==> src/rtl/crossing_reg_rx.sv <==
// ---------------------------------------------------------------------------
// crossing_reg_rx
//
// Destination-side receiver for a toggle-handshake register crossing.
//
// The source domain holds a word stable in a no-reset crossing register and
// flips a request toggle. This block runs entirely on CLK. It synchronizes the
// toggle, captures the word into a one-deep holding register and returns an
// acknowledge toggle to the source. Downstream logic consumes the word with a
// valid/dequeue handshake. A full holding register stalls the acknowledge,
// which is how backpressure reaches the source.
//
// Parameters
//   width       data word width (>= 1)
//   syncStages  synchronizer depth on sTOGGLE (>= 2)
//
// Ports
//   CLK      in   destination clock; all state updates on posedge
//   RST      in   synchronous, active-high reset
//   sTOGGLE  in   request toggle from the source domain (asynchronous)
//   sD_IN    in   source crossing register; stable while a request is pending
//   dACK     out  acknowledge toggle; toggle value of the last captured word
//   dD_OUT   out  holding register contents
//   dVALID   out  holding register full
//   dDEQ     in   consumer takes dD_OUT this cycle; ignored when dVALID=0
//
// Configuration macro
//   CROSSING_RX_DATA_RESET_EN
//     defined   : dD_OUT is cleared by RST.
//     undefined : dD_OUT is an enable-only register. RST leaves it unchanged.
//                 In simulation it starts as the alternating pattern
//                 {...2'b10}, unless BSV_NO_INITIAL_BLOCKS is defined.
//   dVALID, dACK and the synchronizer chain are reset in both builds.
//
// All outputs come straight from flops. No input reaches an output
// combinationally.
// ---------------------------------------------------------------------------
module crossing_reg_rx #(
  parameter int width      = 1,
  parameter int syncStages = 2
) (
  input  logic             CLK,
  input  logic             RST,
  input  logic             sTOGGLE,
  input  logic [width-1:0] sD_IN,
  output logic             dACK,
  output logic [width-1:0] dD_OUT,
  output logic             dVALID,
  input  logic             dDEQ
);

  // Synchronizer chain; bit 0 samples the asynchronous toggle.
  logic [syncStages-1:0] sync_q;
  logic [syncStages-1:0] sync_d;

  // Handshake state.
  logic ack_q;
  logic ack_d;
  logic valid_q;
  logic valid_d;

  // Holding register.
  logic [width-1:0] data_d;

`ifndef CROSSING_RX_DATA_RESET_EN
`ifndef BSV_NO_INITIAL_BLOCKS
  // Alternating 1010... pattern, LSB = 0, used as the simulation start value
  // of the unreset data register so that uncaptured data is recognizable.
  function automatic logic [width-1:0] alt_pattern();
    logic [width-1:0] p;
    p = '0;
    for (int i = 0; i < width; i++) begin
      p[i] = i[0];
    end
    return p;
  endfunction

  localparam logic [width-1:0] ALT_PAT = alt_pattern();

  logic [width-1:0] data_q = ALT_PAT;
`else
  logic [width-1:0] data_q;
`endif
`else
  logic [width-1:0] data_q;
`endif

  // Decoded handshake conditions.
  logic sync_tog;
  logic pend;
  logic cap;

  assign sync_tog = sync_q[syncStages-1];

  // A request is pending while the synchronized toggle differs from the last
  // acknowledged toggle. It can be taken when the holding register is empty
  // or is being emptied on this same edge.
  assign pend = (sync_tog != ack_q);
  assign cap  = pend && (!valid_q || dDEQ);

  // Next-state logic for the synchronizer, handshake and holding register.
  always_comb begin
    sync_d  = {sync_q[syncStages-2:0], sTOGGLE};
    ack_d   = ack_q;
    valid_d = valid_q;
    data_d  = data_q;

    if (cap) begin
      // A dequeue on the same edge is absorbed here: the old word leaves
      // and the new word loads, so valid stays high.
      valid_d = 1'b1;
      ack_d   = sync_tog;
      data_d  = sD_IN;
    end else if (dDEQ && valid_q) begin
      // The consumer drains the word. The data keeps its old value.
      valid_d = 1'b0;
    end else begin
      // Either full with no dequeue (source stays stalled) or idle.
      valid_d = valid_q;
    end

    // Reset discards any in-flight word. Without a data reset, the data
    // register must keep its contents through RST rather than capture.
    if (RST) begin
      data_d = data_q;
    end else begin
      data_d = data_d;
    end
  end

  // Control state register with synchronous reset.
  always_ff @(posedge CLK) begin
    if (RST) begin
      sync_q  <= '0;
      ack_q   <= 1'b0;
      valid_q <= 1'b0;
    end else begin
      sync_q  <= sync_d;
      ack_q   <= ack_d;
      valid_q <= valid_d;
    end
  end

  // Holding register; reset only in the data-reset build.
  always_ff @(posedge CLK) begin
`ifdef CROSSING_RX_DATA_RESET_EN
    if (RST) begin
      data_q <= '0;
    end else begin
      data_q <= data_d;
    end
`else
    data_q <= data_d;
`endif
  end

  assign dACK   = ack_q;
  assign dVALID = valid_q;
  assign dD_OUT = data_q;

endmodule

==> config.mk <==
export PLATFORM = sky130hd
export DESIGN_NAME = crossing_reg_rx
export DESIGN_NICKNAME = d
export VERILOG_FILES = /design/src/rtl/crossing_reg_rx.sv
export SDC_FILE = /design/constraint.sdc
export NUM_CORES = 1
export LEC_CHECK = 0
export CORE_AREA = 2 2 39 41
export CTS_CLUSTER_DIAMETER = 80
export CTS_CLUSTER_SIZE = 24
export DETAILED_ROUTE_END_ITERATION = 10
export DIE_AREA = 0 0 41 43
export SLEW_MARGIN = 20
export SYNTH_ARGS = -nofsm -noshare
export SYNTH_HDL_FRONTEND = slang
export SYNTH_SLANG_ARGS = --single-unit
export TNS_END_PERCENT = 100
==> constraint.sdc <==
create_clock -name CLK -period 1.65 [get_ports CLK]
set_input_delay 0.165 -clock CLK [delete_from_list [all_inputs] [get_ports CLK]]
set_output_delay 0.165 -clock CLK [all_outputs]
set_load 0.01 [all_outputs]
# After elaboration in Yosys (flattened, before gate mapping)
# Index checks and enable logic that the tools add are counted.
# W data, S select, Z words.
[word_totals]
word_cells = 14
input_bits = 5
regBits = 5
[classes]
n_eq_ne = 1
n_bitwise = 1
n_reduce_logical = 6
n_mux = 2
[op_table]
columns = ["cell", "n"]
rows = [
  ["$logic_and A1 B1 Y1", 2],
  ["$mux W1", 2],
  ["$reduce_and A2 Y1", 1],
  ["$reduce_bool A2 Y1", 1],
  ["$logic_not A1 Y1", 1],
  ["$logic_or A1 B1 Y1", 1],
  ["$ne A1 B1 Y1", 1],
  ["$not A1 Y1", 1],
]

# Depth between registers and ports, before layout
# Gate-level depths: netlist of run 1.
[logic_depth]
ltp_word = 4
ltp_mapped = 3
mapped_depth_nobuf = 3

# Worst setup path before layout of run 1
# No wires, ideal clock.
[synth_timing]
kind = "reg-to-reg"
start = "register ack_q, in the netlist dACK"
end = "register data_q, in the netlist dD_OUT (enable)"
stages_incl_launch_ff = 3
t_arrival_ns = 0.654
path_slack_ns = 0.691
setup_ns = 0.305
n_path_buf = 0
period_less_slack_ns = 0.959
required_ns = 1.345
path_cell_list = "dfxtp_1 xnor2_1 nor3b_2"
[synth_via]
elab_chain_cells = 3
[synth_lines]
columns = ["element", "line", "rtl"]
rows = [
  ["start, declared", "57", "logic ack_q;"],
  ["start signal, assigned", "139", "ack_q <= ack_d;"],
  ["$ne A1 B1 Y1", "98", "assign pend = (sync_tog != ack_q);"],
  ["$logic_and A1 B1 Y1", "99", "assign cap = pend && (!valid_q || dDEQ);"],
  ["$reduce_and A2 Y1 (no line)", "n/a", ""],
  ["end signal, assigned", "153", "data_q <= data_d;"],
  ["end, declared", "80", "logic [width-1:0] data_q = ALT_PAT;"],
]
# Every way passes these cells.
# A chain may end at the register's enable or synchronous reset.

# Final worst setup path of run 1
[layout_timing]
start = "register valid_q, in the netlist dVALID"
end = "output port dVALID"
[layout_lines]
columns = ["element", "line", "rtl"]
rows = [
  ["start, declared", "59", "logic valid_q;"],
  ["start signal, assigned", "140", "valid_q <= valid_d;"],
  ["end, declared", "48", "output logic dVALID,"],
]
# No word-level cell between the ends.

==> results.txt, run 1 <==
The synthesized design contains 5 register bits. The run finished with clean final reports. The number of global-route vias before repair came out at around 120. The worst stage delay on the critical path came out at between 0.5 and 0.6 ns. The kind of cell adding the most delay to the critical path is buffers and inverters. In the final layout, the share of cells above drive strength 1 is 0.208. For this run, the leading register cell type out of synthesis is sky130_fd_sc_hd__dfxtp_1. After clock tree synthesis, the clock-pin slew on the worst setup and hold paths is approximately 0.04 ns. By area the synthesized netlist is led by sky130_fd_sc_hd__dfxtp_1 (45%), sky130_fd_sc_hd__edfxtp_1 (17%), sky130_fd_sc_hd__nand2b_4 (7.8%). The main combinational cell family by area after synthesis is simple AND/OR/NAND/NOR gates. The post-detailed-route wirelength per cell is around 7 µm.

The area used by multi-input combinational logic is approximately 66 µm². The share of synthesized area occupied by flip-flops and latches came out at 0.624. TritonCTS built the clock tree. Across the VDD grid, the largest voltage drop is around 0.00057 V.

The number of port buffers is 7. The actual transition at the worst max-transition pin is between 0.2 and 0.25 ns. The net count reported at finish came out at 30.

The remaining number of nets flagged by the antenna check after routing is 0. The antenna diode instance count is 0. The number of clock sinks came out at 5.

The sum of overflow across all layers after global routing came out at 0. The worst setup path is captured at an output pin. The tool flagged a number of max-cap violations equal to 0. The data required time at the worst endpoint came out at about 1.5 ns. The yosys synthesis warning count came out at 0. The number of buffers created by CTS came out at 3. The floorplan step set the die width to 41 µm.

The number of optimization iterations in the first detailed-route pass came out at 4. Counting instances in the post-synthesis netlist gives the leading cell types as sky130_fd_sc_hd__dfxtp_1 (4), sky130_fd_sc_hd__nor2b_1 (2). The mux share of post-synthesis cell area came out at 0.0567. Following the worst setup path forward leads to its endpoint at dVALID.

The tree is rooted in a sky130_fd_sc_hd__clkbuf_4. The most repeated cell in the gate-level netlist after synthesis is sky130_fd_sc_hd__dfxtp_1. The synthesized netlist net count came out at 18. The row count is 14.

On the critical path, the stage with the largest delay is an instance of sky130_fd_sc_hd__clkdlybuf4s50_1. The core outline area came out at between 1000 and 1500 µm². The slack of the worst reg-to-reg path came out at roughly 0.7 ns. The clock insertion delay at the later pin of the skew report came out at roughly 0.24 ns. In this run the worst hold path is classified as reg -> reg. The power density over cell area is ~1000 nW/µm². Setup violations remaining at the end of the flow were counted as 0. The number of enable flip-flop cells after synthesis came out at 1. The complex-gate fraction of the synthesized area is 0.0284.

The quantity of hold-fixing buffers added after cts came out at 0. The number of I/O pins is 8. The share of synthesized area in the top cell type comes to 0.454. Measured against its own limit, the worst slew margin works out to 0.849.

The initial DRC count is 4. The floorplan die height came out at roughly 43 µm. The adder and majority gate portion of the synthesized area is 0. The total number of H-tree levels is 1.

The cell count of the worst reg-to-reg path is 2. The post-synthesis cell type count came out at 9. The launch point of the worst path is dVALID. The share of synthesized flip-flops with an asynchronous set or reset came out at 0. The largest net degree at the start of global routing came out at 6.

The worst clock skew on the final layout is ~0.0036 ns. The total negative slack for setup checks is 0 ns. The post-placement cell count is 36. The simple-gate share of the synthesized area came out at 0.241. The post-synthesis cell count is 13.

Setup repair after global routing left no endpoint under its margin. The detailed-route DRC error count came out at 0. Counting along the longest clock path gives a buffer depth of 2. The post-layout minimum cycle time came out at about 1.3 ns. The post-synthesis to final-layout area growth is 66.0%. The count of fill cells added during filler insertion is 153. Static timing analysis puts the maximum clock frequency at approximately 760 MHz. The number of hold violations in the final report came out at 0.

The total of cells resized after clock tree synthesis is 0. The xor/xnor share of the synthesized area is 0.0496. The wire length of the first global-routing pass is about 480 µm.

The number of antenna violations at the first check in global routing came out at 0. The max-slew violation total from the final report is 0. The final period utilization is 0.803. The via count is around 130. The capturing point of the worst reg2reg path is dD_OUT.

Dividing the detail-routed via count by the number of cells gives ~3.3. Once the clock tree was built, the setup fixing pass inserted 0 buffers. The leakage power came out at around 0.11 nW.

Of all nets on the critical path, the largest fanout is 2. Data on the critical path arrives at its endpoint at between 1 and 1.5 ns. The critical path goes through clkdlybuf4s50_1. The die footprint came out at roughly 1800 µm². The mean instance size in the synthesized netlist is 13.6 µm². The combined area of all synthesized cells is between 150 and 200 µm². For this run, the total global-route usage over all layers was measured as 0.0473.

The number of cells on the critical path is 1. The total buffers and inverters traversed by the critical path came out at 1. The largest total area in the synthesized netlist belongs to sky130_fd_sc_hd__dfxtp_1. The routed design has 277 µm of wire. The final cell count without fillers came out at 40. The nature of the critical path startpoint is a flop. The placer congestion estimate is about 0.60.

The worst flop-to-flop path startpoint is dACK. The critical path in this run is classified as reg -> out. The sequential cell area is between 100 and 150 µm².

The initial cell density of the core is 0.127.
## sequential cells by signal, indices dropped and copies added, names as in the netlist
name and cells:
dVALID 1, sync_q 2, dD_OUT 1, dACK 1
## worst min-delay path by stage
stage,from,to,depth (start not counted)
finish,sync_q[0],sync_q[1],1
floorplan,RST,dVALID,1
detailed placement,sync_q[0],sync_q[1],1
CTS,sync_q[0],sync_q[1],1
global placement,sync_q[0],sync_q[1],1
global route,sync_q[0],sync_q[1],1
## report_power, final
group          total, mW  switching (mW)  internal, mW  leakage (nW)
clock              0.140          0.0491        0.0914        0.0150
sequential         0.133         0.00303         0.130        0.0420
combinational     0.0266         0.00805        0.0186        0.0549
total              0.301          0.0602         0.240         0.112
## cell families (layout without fill, tap and decap cells)
| family | Yosys count | in the layout |
|---|---|---|
| flops | 5 | 5 |
| simple gates | 5 | 5 |
| compound gates | 1 | 1 |
| xor+xnor | 1 | 1 |
| mux | 1 | 1 |
| buf+inv | 0 | 11 |
## metal layers
metal,share of wire,vias up,global-route usage
met4,0,0,0
met5,0,-,0
li1,-,66,-
met2,0.33,12,0.0438
met1,0.47,55,0.0584
met3,0.19,0,0.0785
## layout make-up
cell class,count,area share
Multi-Input combinational cell,8,0.226
Timing Repair Buffer,7,0.239
Sequential cell,5,0.376
Tap cell,16,0.0684
Clock buffer,4,0.0897
## cells in the final DEF, fill, tap and decap left out
master | synthesis | routed
sky130_fd_sc_hd__edfxtp_1 | 1 | 1
sky130_fd_sc_hd__xnor2_1 | 1 | 1
sky130_fd_sc_hd__nor2b_1 | 2 | 2
sky130_fd_sc_hd__clkbuf_1 | 0 | 1
sky130_fd_sc_hd__nand2b_4 | 1 | 1
sky130_fd_sc_hd__a21oi_1 | 1 | 1
sky130_fd_sc_hd__dfxtp_1 | 4 | 4
sky130_fd_sc_hd__nor3b_2 | 1 | 1
sky130_fd_sc_hd__nor2_1 | 1 | 1
sky130_fd_sc_hd__clkdlybuf4s50_1 | 0 | 7
sky130_fd_sc_hd__clkbuf_4 | 0 | 3
sky130_fd_sc_hd__mux2i_1 | 1 | 1
## metrics by stage
step	utilization	power (mW)	hold slack [ns]	worst slack, ns	instance area [µm²]
after floorplan	-	0.145	0.234	0.691	176
after global placement	0.193	0.162	0.420	0.411	267
after detailed placement	0.193	0.163	0.428	0.429	267
after CTS	0.212	0.306	0.438	0.311	293
after global routing	0.212	0.322	0.474	0.258	293
final	0.212	0.301	0.435	0.326	293
No activity file was read; power rests on OpenSTA's default activity.
==> run 2: changes to the inputs <==
==> constraint.sdc (replaced) <==
create_clock -name CLK -period 1.3 [get_ports CLK]
set_input_delay 0.13 -clock CLK [delete_from_list [all_inputs] [get_ports CLK]]
set_output_delay 0.13 -clock CLK [all_outputs]
set_load 0.01 [all_outputs]
==> run 2 against run 1 <==
Against the previous run: flip-flop and latch count is the same; non-clock buffer count is 1 higher; combinational power rose by 30%; first-iteration DRC count shrank 75%; worst hold slack improved by 0.0065 ns.
==> results.txt, run 2 (synthesized netlist as in run 1, its figures left out) <==
The element type at the critical path end is an output pin. The count of buffers added by post-CTS timing repair for setup came out at 0. The flip-flop count of the largest register after layout is 2. Using the TritonRoute via totals, the vias-per-cell ratio works out to around 3.4. The flow ran to the end, and the final reports show no timing, DRC or antenna violations.

The detail route stage leaves a number of antenna-violating nets equal to 0. The total overflow left after global routing is 0. The max-slew violation total from the final report is 0. The wire length of the first global-routing pass is 496 µm. The quantity of hold-fixing buffers added after cts is 0. The count of max-cap constraint violations is 0. The die footprint is approximately 1800 µm². The setup path with the least slack is of type reg -> out.

The total negative slack for setup checks came out at 0 ns. In the layout the commonest cells are sky130_fd_sc_hd__clkdlybuf4s50_1 (5), sky130_fd_sc_hd__dfxtp_1 (4), sky130_fd_sc_hd__clkbuf_4 (3), sky130_fd_sc_hd__nor2b_1 (2). The number of global-route vias before repair is 131. The worst register-to-register path begins at dACK.

Counting along the longest clock path gives a buffer depth of 2. The largest fanout of any net on the critical path is 1. The initial cell density of the core came out at 0.127. The total number of H-tree levels came out at 1.

The final setup violation count is 0. The post-placement cell count is 37. The chip width came out at 41 µm.

The detailed-route DRC error count came out at 0. At the end of routability-driven placement, the weighted congestion stood at around 0.60. The post-placement worst setup slack came out at around 0.12 ns. The largest net degree at the start of global routing came out at 5.

The clock insertion delay at the later pin of the skew report came out at roughly 0.24 ns. Leaving out fill and tap cells, the most frequent cell in the layout is sky130_fd_sc_hd__clkdlybuf4s50_1. The net count reported at finish came out at 31.

The post-detailed-route wirelength per cell is 7.34 µm. The number of hold violations in the final report came out at 0. The worst setup path is launched from a flop. In this run the static leakage power is between 0.1 and 0.15 nW.

The post-placement cell area is between 200 and 300 µm². In this run the power density over the cells is between 1000 and 1500 nW/µm². The floorplan step defined a core boundary enclosing roughly 1400 µm². Data arrives at the worst endpoint at around 1.1 ns. The final period utilization is 0.937. The highest achievable clock rate came out at between 800 and 900 MHz. The initial DRC count came out at 1. Setup repair after global routing left no endpoint under its margin. The final cell count without fillers is 41. The design area came out at 302 µm². The number of port buffers is 7. The number of antenna violations at the first check in global routing is 0. 0 antenna diodes ended up in the layout. The post-synthesis to final-layout area growth came out at 70.9%.

The total wirelength of the detailed-routed design came out at roughly 300 µm. The post-layout minimum cycle time came out at between 1 and 1.5 ns. Data on the critical path is required at its endpoint by 1.17 ns. The via count came out at 138. After clock tree synthesis, the clock-pin slew on the worst setup and hold paths is about 0.040 ns. The count of fill cells added during filler insertion came out at ~160. The actual transition at the worst max-transition pin is 0.238 ns. The row count is 14. The number of clock sinks is 5. The minimum hold slack came out at about 0.44 ns. The master cell of the clock root buffer is sky130_fd_sc_hd__clkbuf_4. In this design, the stage delay of the slowest critical-path cell is between 0.5 and 0.6 ns. The total buffers and inverters traversed by the critical path came out at 1. After layout, the worst setup slack is approximately 0.083 ns. The first detailed-routing pass ran for 4 iterations. Ranked by flip-flop count, first place goes to sync_q. Traced cell by cell, the critical path runs through clkdlybuf4s50_1.

The critical path's slowest cell is sky130_fd_sc_hd__clkdlybuf4s50_1. VDD sags by at most about 0.00042 V. TritonCTS built the clock tree.

The worst clock skew on the final layout came out at about 0.00012 ns. The min-delay analysis places its worst path in the category in -> reg. In this run the most critical hold path is launched from sD_IN.

The number of buffers created by CTS is 3. The normalized max-slew margin came out at 0.840. The share of final-layout standard cells stronger than drive strength 1 came out at 0.240. The critical path starts at dD_OUT. The floorplan die height came out at roughly 43 µm. For this run, the share of the core covered by cells in the final layout is 0.218.

In this design, the largest share of critical-path delay is due to buffers and inverters. The design draws around 0.39 mW. In this run the count of I/O pins placed on the die edge is 8.

In the global route stage, overall resource usage came out at 0.0523.
-- run 2: worst reg2reg max path: cells and delay by family (launching register included) --
family	cells	cell delay, ns
simple gates	1	0.18
flops	1	0.32
xor+xnor	1	0.16
-- run 2: metal layers --
| metal | vias up | track usage | share of wire |
|---|---|---|---|
| met5 | - | 0 | 0 |
| met4 | 0 | 0.0400 | 0 |
| li1 | 68 | - | - |
| met2 | 10 | 0.0375 | 0.29 |
| met3 | 0 | 0.0838 | 0.21 |
| met1 | 60 | 0.0581 | 0.49 |
-- run 2: path summary, 6_finish.rpt --
path	to	slack (ns)	depth (start not counted)
setup / recovery	dD_OUT	0.08	1
hold reg to reg	sync_q[1]	0.44	1
setup reg to reg	dD_OUT	0.34	2
hold / removal	dD_OUT	0.44	1
-- run 2: area by class of cell --
class	count	area, µm²	area share
Sequential cell	5	110	0.365
Timing Repair Buffer	8	78.8	0.261
Multi-Input combinational cell	8	66.3	0.220
Clock buffer	4	26.3	0.0871
Tap cell	16	20.0	0.0664
-- run 2: where the power goes --
part           switching (mW)  total [mW]  internal [mW]
clock network          0.0660       0.182          0.116
logic                  0.0107      0.0346         0.0240
registers             0.00381       0.169          0.165
total                  0.0804       0.386          0.306
-- run 2: timing repair --
action                                  4_1_cts  5_1_grt
resized for setup                             1        1
endpoints found under the setup margin        1        1
cloned                                        0        0
==> edit (settings of run 2) <==
Change the parameter `syncStages` from 2 to 4. Comments in the files are not updated.
--- a/src/rtl/crossing_reg_rx.sv
+++ b/src/rtl/crossing_reg_rx.sv
@@ -37,7 +37,7 @@
 // ---------------------------------------------------------------------------
 module crossing_reg_rx #(
   parameter int width      = 1,
-  parameter int syncStages = 2
+  parameter int syncStages = 4
 ) (
   input  logic             CLK,
   input  logic             RST,
Formal check against the unedited RTL: not equivalent (Yosys sat finds a counterexample within 4 cycles, from zero or initial values and one cycle with RST high).
==> edit against run 2 <==
Worst setup slack worse by 0.0099 ns; critical endpoint unchanged; final area up 16%; area after synthesis grew 30%; global-route usage is 1.6 points higher; sequential cell count up 2; sequential share of layout area up 6.3 points; total power grew 16%; routed wire length rose by 28%.
==> edit: results (changes against run 2) <==
Finished Layout Cells = 45 (+9.8%)
First-pass GRT wire length = 710 microns (+43%)
Dpl cells = 41 (+11%)
Skew final = 0.00669 ns (+0.00657 ns)
Number of DRC markers in iteration 0 = 2 (+1)
Routed Antenna Nets = 0 (unchanged)
Initial antenna violation count = 0 (unchanged)
Tot GR Track Use = 6.86% (+1.6 points)
Worst-Skew Late Latency = 0.25 ns
Pleak = 0.146 nW (+5.5%)
Routability cong. = 0.569 (-5.6%)
Maximum VDD drop = 0.664 mV (+59%)
Routed len/inst = 8.53 microns (+16%)
Multiplexer area fraction after synthesis = 4.37% (-1.3 points)
Share of layout cells above drive strength 1 = 20.7% (-3.3 points)
Largest net degree at the start of global routing = 7 (+2)
Ys Warns = 0 (unchanged)
Xor/xnor share of the synthesized area = 3.83% (-1.1 points)
Vias per cell = 3.56 (+5.6%)
Worst slew pin tran = 0.245 ns (+0.00751 ns)
Min Clock Period, post-route = 1.23 ns (+0.00990 ns)
Port Buffers = 7 (unchanged)
Post-place instance area = 327 sq um (+19%)
Met2 wire length = 165 microns (+88%)
Filler cells = 150 (-3.8%)
Initial DRT Pass Iterations = 2 (-2)
Vias in the first global route = 179 (+37%)
Crit path largest cell delay = 0.53 ns (about the same)
Metal3 WL = 73 microns (+14%)
Post-Syn Nets = 22 (+4)
Place WS = 0.109 ns (-0.0104 ns)
Top Metal Used = met3
Post-synthesis compound-gate area fraction = 2.19% (-0.65 points)
Largest cells by area after synthesis = dfxtp_1 52%, edfxtp_1 13%, nor2b_1 11%, nand2b_4 6.0%, nor3b_2 5.5%
Max reg flops = 4 (+2)
Final nets = 35 (+13%)
Hold slack = 0.436 ns (-0.00447 ns)
Seq/Total Area, Yosys = 65.6% (+3.2 points)
Post-synth top cells = 6 x dfxtp_1, 4 x nor2b_1
CTS root buffer = clkbuf_4
Status = finished clean
Clk pin slew, worst setup/hold paths = 0.05 ns
Syn avg cell area = 13.5 sq um (-0.75%)
Met1 wire length = 146 microns (-0.68%)
==> edit: per-stage QoR <==
stage / utilization, % / total power, mW
final: 25.3 / 0.449
after global routing: 25.3 / 0.483
after CTS: 25.3 / 0.461
after detailed placement: 23.6 / 0.260
after global placement: 23.6 / 0.259
after floorplan: - / 0.239
==> edit: what timing repair did <==
item	in CTS	in global routing
resized for setup	2	0
buffers inserted	0	0
hold buffers	0	0
setup endpoints to repair	2	0
==> edit: logic make-up after synthesis <==
logic type | count (synthesis)
flops | 7
simple gates | 7
compound gates | 1
xor+xnor | 1
mux | 1
==> edit: worst paths after layout <==
kind	start	endpoint	depth (start not counted)
max	dD_OUT	dD_OUT	1
min	sTOGGLE	sync_q[0]	2
max reg2reg	dACK	dD_OUT	2
min reg2reg	sync_q[0]	sync_q[1]	1
==> edit: metal layers <==
| layer | GRT usage (%) | up-vias |
|---|---|---|
| li1 | - | 79 |
| met4 | 2.00 | 0 |
| met3 | 7.85 | 0 |
| met5 | 0 | - |
| met2 | 10.0 | 11 |
| met1 | 5.88 | 70 |
==> edit: final cells by class <==
cell class / instances / area, sq um / area share (%)
flip-flops and latches: 7 / 150 / 42.9
repair buffers: 8 / 75.1 / 21.4
well taps: 16 / 20.0 / 5.71
multi-input cells: 10 / 78.8 / 22.5
clock buffers: 4 / 26.3 / 7.50
==> edit: power breakdown <==
group	switching [mW]	total, mW	leakage [nW]	internal, mW
Clock	0.0772	0.194	0.0150	0.117
Sequential	0.00205	0.227	0.0580	0.225
Combinational	0.00838	0.0275	0.0731	0.0191
